===== config.mk =====
export PLATFORM = sky130hd
export DESIGN_NAME = dau_sym_tokenizer
export DESIGN_NICKNAME = d
export VERILOG_FILES = /design/src/rtl/dau_sym_tokenizer.sv
export SDC_FILE = /design/constraint.sdc
export NUM_CORES = 1
export LEC_CHECK = 0
export BUFFER_PORTS_ARGS = -buffer_cell sky130_fd_sc_hd__buf_2
export CORE_MARGIN = 3
export CORE_UTILIZATION = 56
export DETAILED_ROUTE_END_ITERATION = 6
export GPL_TIMING_DRIVEN = 0
export PLACE_DENSITY = 0.83
export SYNTH_ARGS = -nofsm -noshare
export SYNTH_HDL_FRONTEND = slang
export SYNTH_SLANG_ARGS = --single-unit

===== constraint.sdc =====
create_clock -name i_clk -period 2.3 [get_ports i_clk]
set_clock_uncertainty 0.15 [all_clocks]
set_input_delay 0.23 -clock i_clk [delete_from_list [all_inputs] [get_ports i_clk]]
set_output_delay 0.23 -clock i_clk [all_outputs]
set_load 0.02 [all_outputs]

===== src/rtl/dau_sym_tokenizer.sv =====
// Purpose : groups DAU digit symbols into BCD number tokens; ops/enter/clear/invalid become single tokens.
// Latency : a token appears one cycle after the accepting symbol handshake; a queued op/ENTER follows back-to-back.
// Backpressure: one-entry registered output plus one pending slot; o_sym_ready is low while either is occupied.
// Ports: i_clk/i_rst (sync, active-high); i_sym/i_sym_valid/o_sym_ready symbol input handshake;
//        o_tok_valid/i_tok_ready token handshake with o_tok_type, o_tok_value (right-aligned BCD), o_tok_len.

`ifndef DAU_SYM_WIDTH
`define DAU_SYM_WIDTH 5
`endif
`ifndef DAU_SYM_MUL
`define DAU_SYM_MUL 5'h1A
`endif
`ifndef DAU_SYM_DIV
`define DAU_SYM_DIV 5'h1E
`endif
`ifndef DAU_SYM_INVALID
`define DAU_SYM_INVALID 5'h1F
`endif

module dau_sym_tokenizer #(
  parameter  int MAX_DIGITS = 8,
  localparam int LEN_W      = $clog2(MAX_DIGITS + 1)
) (
  input  logic                      i_clk,
  input  logic                      i_rst,
  input  logic [`DAU_SYM_WIDTH-1:0] i_sym,
  input  logic                      i_sym_valid,
  output logic                      o_sym_ready,
  output logic                      o_tok_valid,
  input  logic                      i_tok_ready,
  output logic [2:0]                o_tok_type,
  output logic [4*MAX_DIGITS-1:0]   o_tok_value,
  output logic [LEN_W-1:0]          o_tok_len
);

  localparam int ACC_W = 4 * MAX_DIGITS;

  typedef enum logic [2:0] {
    TOK_NUM   = 3'd0,
    TOK_ADD   = 3'd1,
    TOK_SUB   = 3'd2,
    TOK_MUL   = 3'd3,
    TOK_DIV   = 3'd4,
    TOK_ENTER = 3'd5,
    TOK_CLEAR = 3'd6,
    TOK_ERROR = 3'd7
  } tok_type_e;

  typedef enum logic {ST_IDLE, ST_NUM} state_e;

  // ENTER shares the operator class: both terminate a number and queue behind it.
  typedef enum logic [2:0] {C_DIGIT, C_OP, C_SPACE, C_CLEAR, C_INVALID} sym_class_e;

  typedef struct packed {
    tok_type_e        typ;
    logic [ACC_W-1:0] value;
    logic [LEN_W-1:0] len;
  } tok_t;

  function automatic tok_t ctl_tok(input tok_type_e t);
    tok_t r;
    r.typ   = t;
    r.value = '0;
    r.len   = '0;
    return r;
  endfunction

  state_e           state_q, state_d;
  logic [ACC_W-1:0] acc_q, acc_d;
  logic [LEN_W-1:0] cnt_q, cnt_d;
  logic             ovf_q, ovf_d;
  logic             pend_vld_q, pend_vld_d;
  tok_type_e        pend_type_q, pend_type_d;
  logic             tok_vld_q, tok_vld_d;
  tok_t             tok_q, tok_d;

  sym_class_e       cls;
  tok_type_e        op_type;
  tok_t             num_tok;
  logic             accept;

  assign o_sym_ready = !tok_vld_q && !pend_vld_q;
  assign accept      = i_sym_valid && o_sym_ready;

  assign o_tok_valid = tok_vld_q;
  assign o_tok_type  = tok_q.typ;
  assign o_tok_value = tok_q.value;
  assign o_tok_len   = tok_q.len;

  // Symbol classification.
  always_comb begin
    cls     = C_INVALID;
    op_type = TOK_ERROR;
    if (i_sym[4] && (i_sym[3:0] <= 4'd9)) begin
      cls = C_DIGIT;
    end else begin
      case (i_sym)
        5'h1B:            begin cls = C_OP; op_type = TOK_ADD;   end
        5'h1D:            begin cls = C_OP; op_type = TOK_SUB;   end
        `DAU_SYM_MUL:     begin cls = C_OP; op_type = TOK_MUL;   end
        `DAU_SYM_DIV:     begin cls = C_OP; op_type = TOK_DIV;   end
        5'h0D:            begin cls = C_OP; op_type = TOK_ENTER; end
        5'h07:            cls = C_CLEAR;
        5'h02:            cls = C_SPACE;
        default:          cls = C_INVALID;
      endcase
    end
  end

  // A number that overflowed is reported as ERROR instead of a truncated value.
  always_comb begin
    if (ovf_q) begin
      num_tok = ctl_tok(TOK_ERROR);
    end else begin
      num_tok.typ   = TOK_NUM;
      num_tok.value = acc_q;
      num_tok.len   = cnt_q;
    end
  end

  always_comb begin
    state_d     = state_q;
    acc_d       = acc_q;
    cnt_d       = cnt_q;
    ovf_d       = ovf_q;
    pend_vld_d  = pend_vld_q;
    pend_type_d = pend_type_q;
    tok_vld_d   = tok_vld_q;
    tok_d       = tok_q;

    // Output drain: a pending op/ENTER slides in with no bubble.
    if (tok_vld_q && i_tok_ready) begin
      if (pend_vld_q) begin
        tok_d      = ctl_tok(pend_type_q);
        pend_vld_d = 1'b0;
      end else begin
        tok_vld_d = 1'b0;
        tok_d     = '0;
      end
    end

    // accept implies the output register is empty, so no conflict with the drain above.
    if (accept) begin
      case (state_q)
        ST_IDLE: begin
          case (cls)
            C_DIGIT: begin
              acc_d   = ACC_W'(i_sym[3:0]);
              cnt_d   = LEN_W'(1);
              ovf_d   = 1'b0;
              state_d = ST_NUM;
            end
            C_SPACE: ;
            C_OP:    begin tok_vld_d = 1'b1; tok_d = ctl_tok(op_type);   end
            C_CLEAR: begin tok_vld_d = 1'b1; tok_d = ctl_tok(TOK_CLEAR); end
            default: begin tok_vld_d = 1'b1; tok_d = ctl_tok(TOK_ERROR); end
          endcase
        end
        ST_NUM: begin
          if (cls == C_DIGIT) begin
            if (cnt_q < LEN_W'(MAX_DIGITS)) begin
              acc_d = (acc_q << 4) | ACC_W'(i_sym[3:0]);
              cnt_d = cnt_q + LEN_W'(1);
            end else begin
              ovf_d = 1'b1;
            end
          end else begin
            state_d   = ST_IDLE;
            acc_d     = '0;
            cnt_d     = '0;
            ovf_d     = 1'b0;
            tok_vld_d = 1'b1;
            case (cls)
              C_SPACE: tok_d = num_tok;
              C_OP: begin
                tok_d       = num_tok;
                pend_vld_d  = 1'b1;
                pend_type_d = op_type;
              end
              C_CLEAR: tok_d = ctl_tok(TOK_CLEAR);
              default: tok_d = ctl_tok(TOK_ERROR);
            endcase
          end
        end
        default: state_d = ST_IDLE;
      endcase
    end
  end

  always_ff @(posedge i_clk) begin
    if (i_rst) begin
      state_q     <= ST_IDLE;
      acc_q       <= '0;
      cnt_q       <= '0;
      ovf_q       <= 1'b0;
      pend_vld_q  <= 1'b0;
      pend_type_q <= TOK_NUM;
      tok_vld_q   <= 1'b0;
      tok_q       <= '0;
    end else begin
      state_q     <= state_d;
      acc_q       <= acc_d;
      cnt_q       <= cnt_d;
      ovf_q       <= ovf_d;
      pend_vld_q  <= pend_vld_d;
      pend_type_q <= pend_type_d;
      tok_vld_q   <= tok_vld_d;
      tok_q       <= tok_d;
    end
  end

endmodule


==> impl_metrics.ini <==
[worst_setup_path]
cp-startpoint = pend_vld_q
startpoint_type = flip-flop
end_kind = flip-flop
slowest_stage = dfxtp_1
crit_arrival_ns = 2.20
regToRegSetupSlack_ns = 0.17
max_stage_delay_ns = 0.39
crit_path_cell_trace = or3b_1 -> buf_2 -> a211oi_4 -> buf_6 -> nand3b_2 -> a32oi_1 -> nor2_1
worst_ep_required_time_ns = 2.37
cpLargestDelayFamily = simple AND/OR/NAND/NOR gates
path_class = reg -> reg
r2r-start = pend_vld_q
r2r_cells = 7
critical_path.max_fanout = 10
r2r_end = pend_type_q[0]
path_buf_inv = 2

[die]
dieArea_sq_mm = 0.00680
die_w_microns = 82.5
rows = 27
die_y_microns = 82.5
coreArea_sq_mm = 0.00557
start_util_pct = 58.8
num_io_pins = 50

[min_path]
whs_endpoint = acc_q[0]
hold_path_startpoint = i_sym[0]
worstHoldPathType = in -> reg
holdPathStages = 3

[routing]
ant_nets = 0
wire_per_inst_microns = 16.0
dr.pass1.iters = 5
num_vias = 3054
drtIter0Drc = 404
routed_wl_microns = 8020
drc_errors = 0
routed_via_density = 6.10

[logic_synthesis]
yosysSeqAreaShare_pct = 50.1
synth.distinct_cells = 42
synthArstFlopShare_pct = 0
dominantRegCellSynth = dfxtp_1
syn_inst = 363
ys_ff_latch = 82
avgSynthCellArea_sq_um = 9.02
synth_edf_count = 0
synth_area_sq_mm = 0.00328
syn-num-nets = 373
ys_warn_count = 0

[final_layout]
fill_cells = 452
drive_above_1_share_pct = 22.1
area_growth_pct = 18.1
fin_nets = 434
diodes = 0

[timing]
drv_slew = 0
fin_ws_ns = 0.172
setup_viol = 0
period_needed_ns = 2.13
maxClockFrequency_mhz = 470
setup-tns-final_ns = 0
finalHoldViolCount = 0
rsz0062_at_grt = no
tightestPinTransition_ns = 0.551
slew_headroom_pct = 63.2
min_period_over_period_pct = 92.5

[power_and_ir_drop]
vdd_ir_drop_max_v = 0.000563
p_seq_share_pct = 50.1
powerDensity_mw_per_mm2 = 744
p_leak_nw = 1.52
clock_power_share_pct = 41.6
p_sw_share_pct = 25.9
switching_power_mw = 0.744
p_int_mw = 2.13
finalPower_mw = 2.88
p_comb_share_pct = 8.3

[clock_network]
clk_pin_slew_ns = 0.09
clock_path_buffers = 2
hold_buffers = 0
clock-sinks = 82
cts_tree = done
clk_latency_ns = 0.36
cts_max_level = 3
cts_inserted_buffers = 9
root_buffer = clkbuf_8

[placed_design]
place.gp.congestion = 0.829
portBuffers = 48
dpl.hpwl_microns = 5420
dp_slack_ns = 0.0767

[grt]
antenna_found_initial = 0
grt_pass1_vias = 2645
track_usage_pct = 25.1
grt_pass1_wl_microns = 13000
grt_max_degree = 17
gr-total-overflow = 0

[status]
run_status = finished, final reports clean

[job]
drv_cap = 0
==> metal layers <==
layer	wire [microns]	share of wire (%)	global-route usage [%]	vias to the layer above
li1	-	-	-	1453
met1	3540	44	35.2	1478
met2	3820	48	37.8	108
met3	530	6.6	6.29	15
met4	127	1.6	8.31	0
met5	0	0	0	-
==> Yosys cell counts, drive strengths merged (2+ instances only) <==
cell type / count / share of area [%]
mux2i: 2 / 0.61
a21oi: 18 / 2.8
a31oi: 4 / 0.76
nor3: 3 / 0.46
clkbuf: 15 / 1.8
dfxtp: 82 / 50
buf: 19 / 3.4
a22oi: 29 / 6.6
nor2: 80 / 9.2
nand2: 22 / 2.5
inv: 5 / 0.57
o21ai: 9 / 1.5
xnor2: 2 / 0.53
and2: 2 / 0.38
nand3: 2 / 0.31
nand4: 7 / 1.3
nand2b: 5 / 1.2
a32oi: 38 / 10
nor3b: 2 / 0.46
nand3b: 2 / 0.57
==> how the worst max path moves through the flow <==
stage | endpoint | cells past startpoint
after floorplan | pend_type_q[0] | 7
after detailed placement | acc_q[26] | 5
after global placement | acc_q[18] | 5
after global routing | o_tok_value[4] | 6
after CTS | acc_q[13] | 5
final | pend_type_q[0] | 7
==> cells by family (layout without fill, tap and decap cells) <==
group | count (synthesis) | in the layout | share of synthesized area [%]
muxes | 2 | 2 | 0.611
and+or+nand+nor | 128 | 128 | 17.2
AOI/OAI and AO/OA | 109 | 109 | 25.4
adders and majority gates | 1 | 1 | 0.382
xor gates and xnor gates | 2 | 2 | 0.535
buffers and inverters | 39 | 105 | 5.77
DFF | 82 | 82 | 50.1
==> placed cells by master, fill, tap and decap left out, types with 4 or more instances in the layout <==
cell,count
buf_2,60
a32oi_1,38
o21ai_0,8
nor2_1,80
a21oi_1,18
nand2b_1,4
a22oi_1,29
clkbuf_8,9
buf_4,7
dfxtp_1,82
inv_1,5
nand4_1,7
a31oi_1,4
clkbuf_1,13
nand2_1,22
==> power groups by stage <==
stage | logic, mW | registers, mW | clock network [mW]
after floorplan | 0.160 | 1.48 | 0
after global placement | 0.232 | 1.47 | 0
after detailed placement | 0.236 | 1.47 | 0
after CTS | 0.238 | 1.44 | 1.20
after global routing | 0.264 | 1.44 | 1.27
final | 0.239 | 1.44 | 1.20
==> through the flow <==
step           hold WS [ns]  cell area (sq um)  std cells  util [%]
2_1_floorplan         0.234               3280        363         -
3_3_place_gp          0.297               3610        483      64.7
3_5_place_dp          0.302               3610        483      64.7
4_1_cts              0.0612               3840        499      68.8
5_1_grt              0.0944               3870        501      69.4
6_report             0.0699               3870        501      69.4
==> cell type report <==
class                   count  area (sq um)  area share, %
clock inverters             7           108           2.78
flip-flops and latches     82          1640           42.4
clock buffers               9           124           3.20
inverters                   5          18.8          0.485
plain buffers              33           169           4.37
repair buffers             51           263           6.79
multi-input cells         242          1460           37.6
well taps                  72          90.1           2.33
==> worst min-delay path, cell delays in order <==
cell	delay, ns
buf_2	0.15
nand4_1	0.09
a21oi_1	0.06
==> state kept, by name, summed over array words and instances (netlist names) <==
signal	flops
pend_vld_q	1
o_tok_type	3
o_tok_len	4
state_q	1
o_tok_valid	1
o_tok_value	32
ovf_q	1
acc_q	32
cnt_q	4
pend_type_q	3
==> timing repair <==
item / 4_1_cts / 5_1_grt
gates resized for setup: 0 / 3
buffers inserted: 0 / 3
hold endpoints to repair: 0 / 0
endpoints found under the setup margin: 0 / 63
Power figures use the tool's default switching activity.
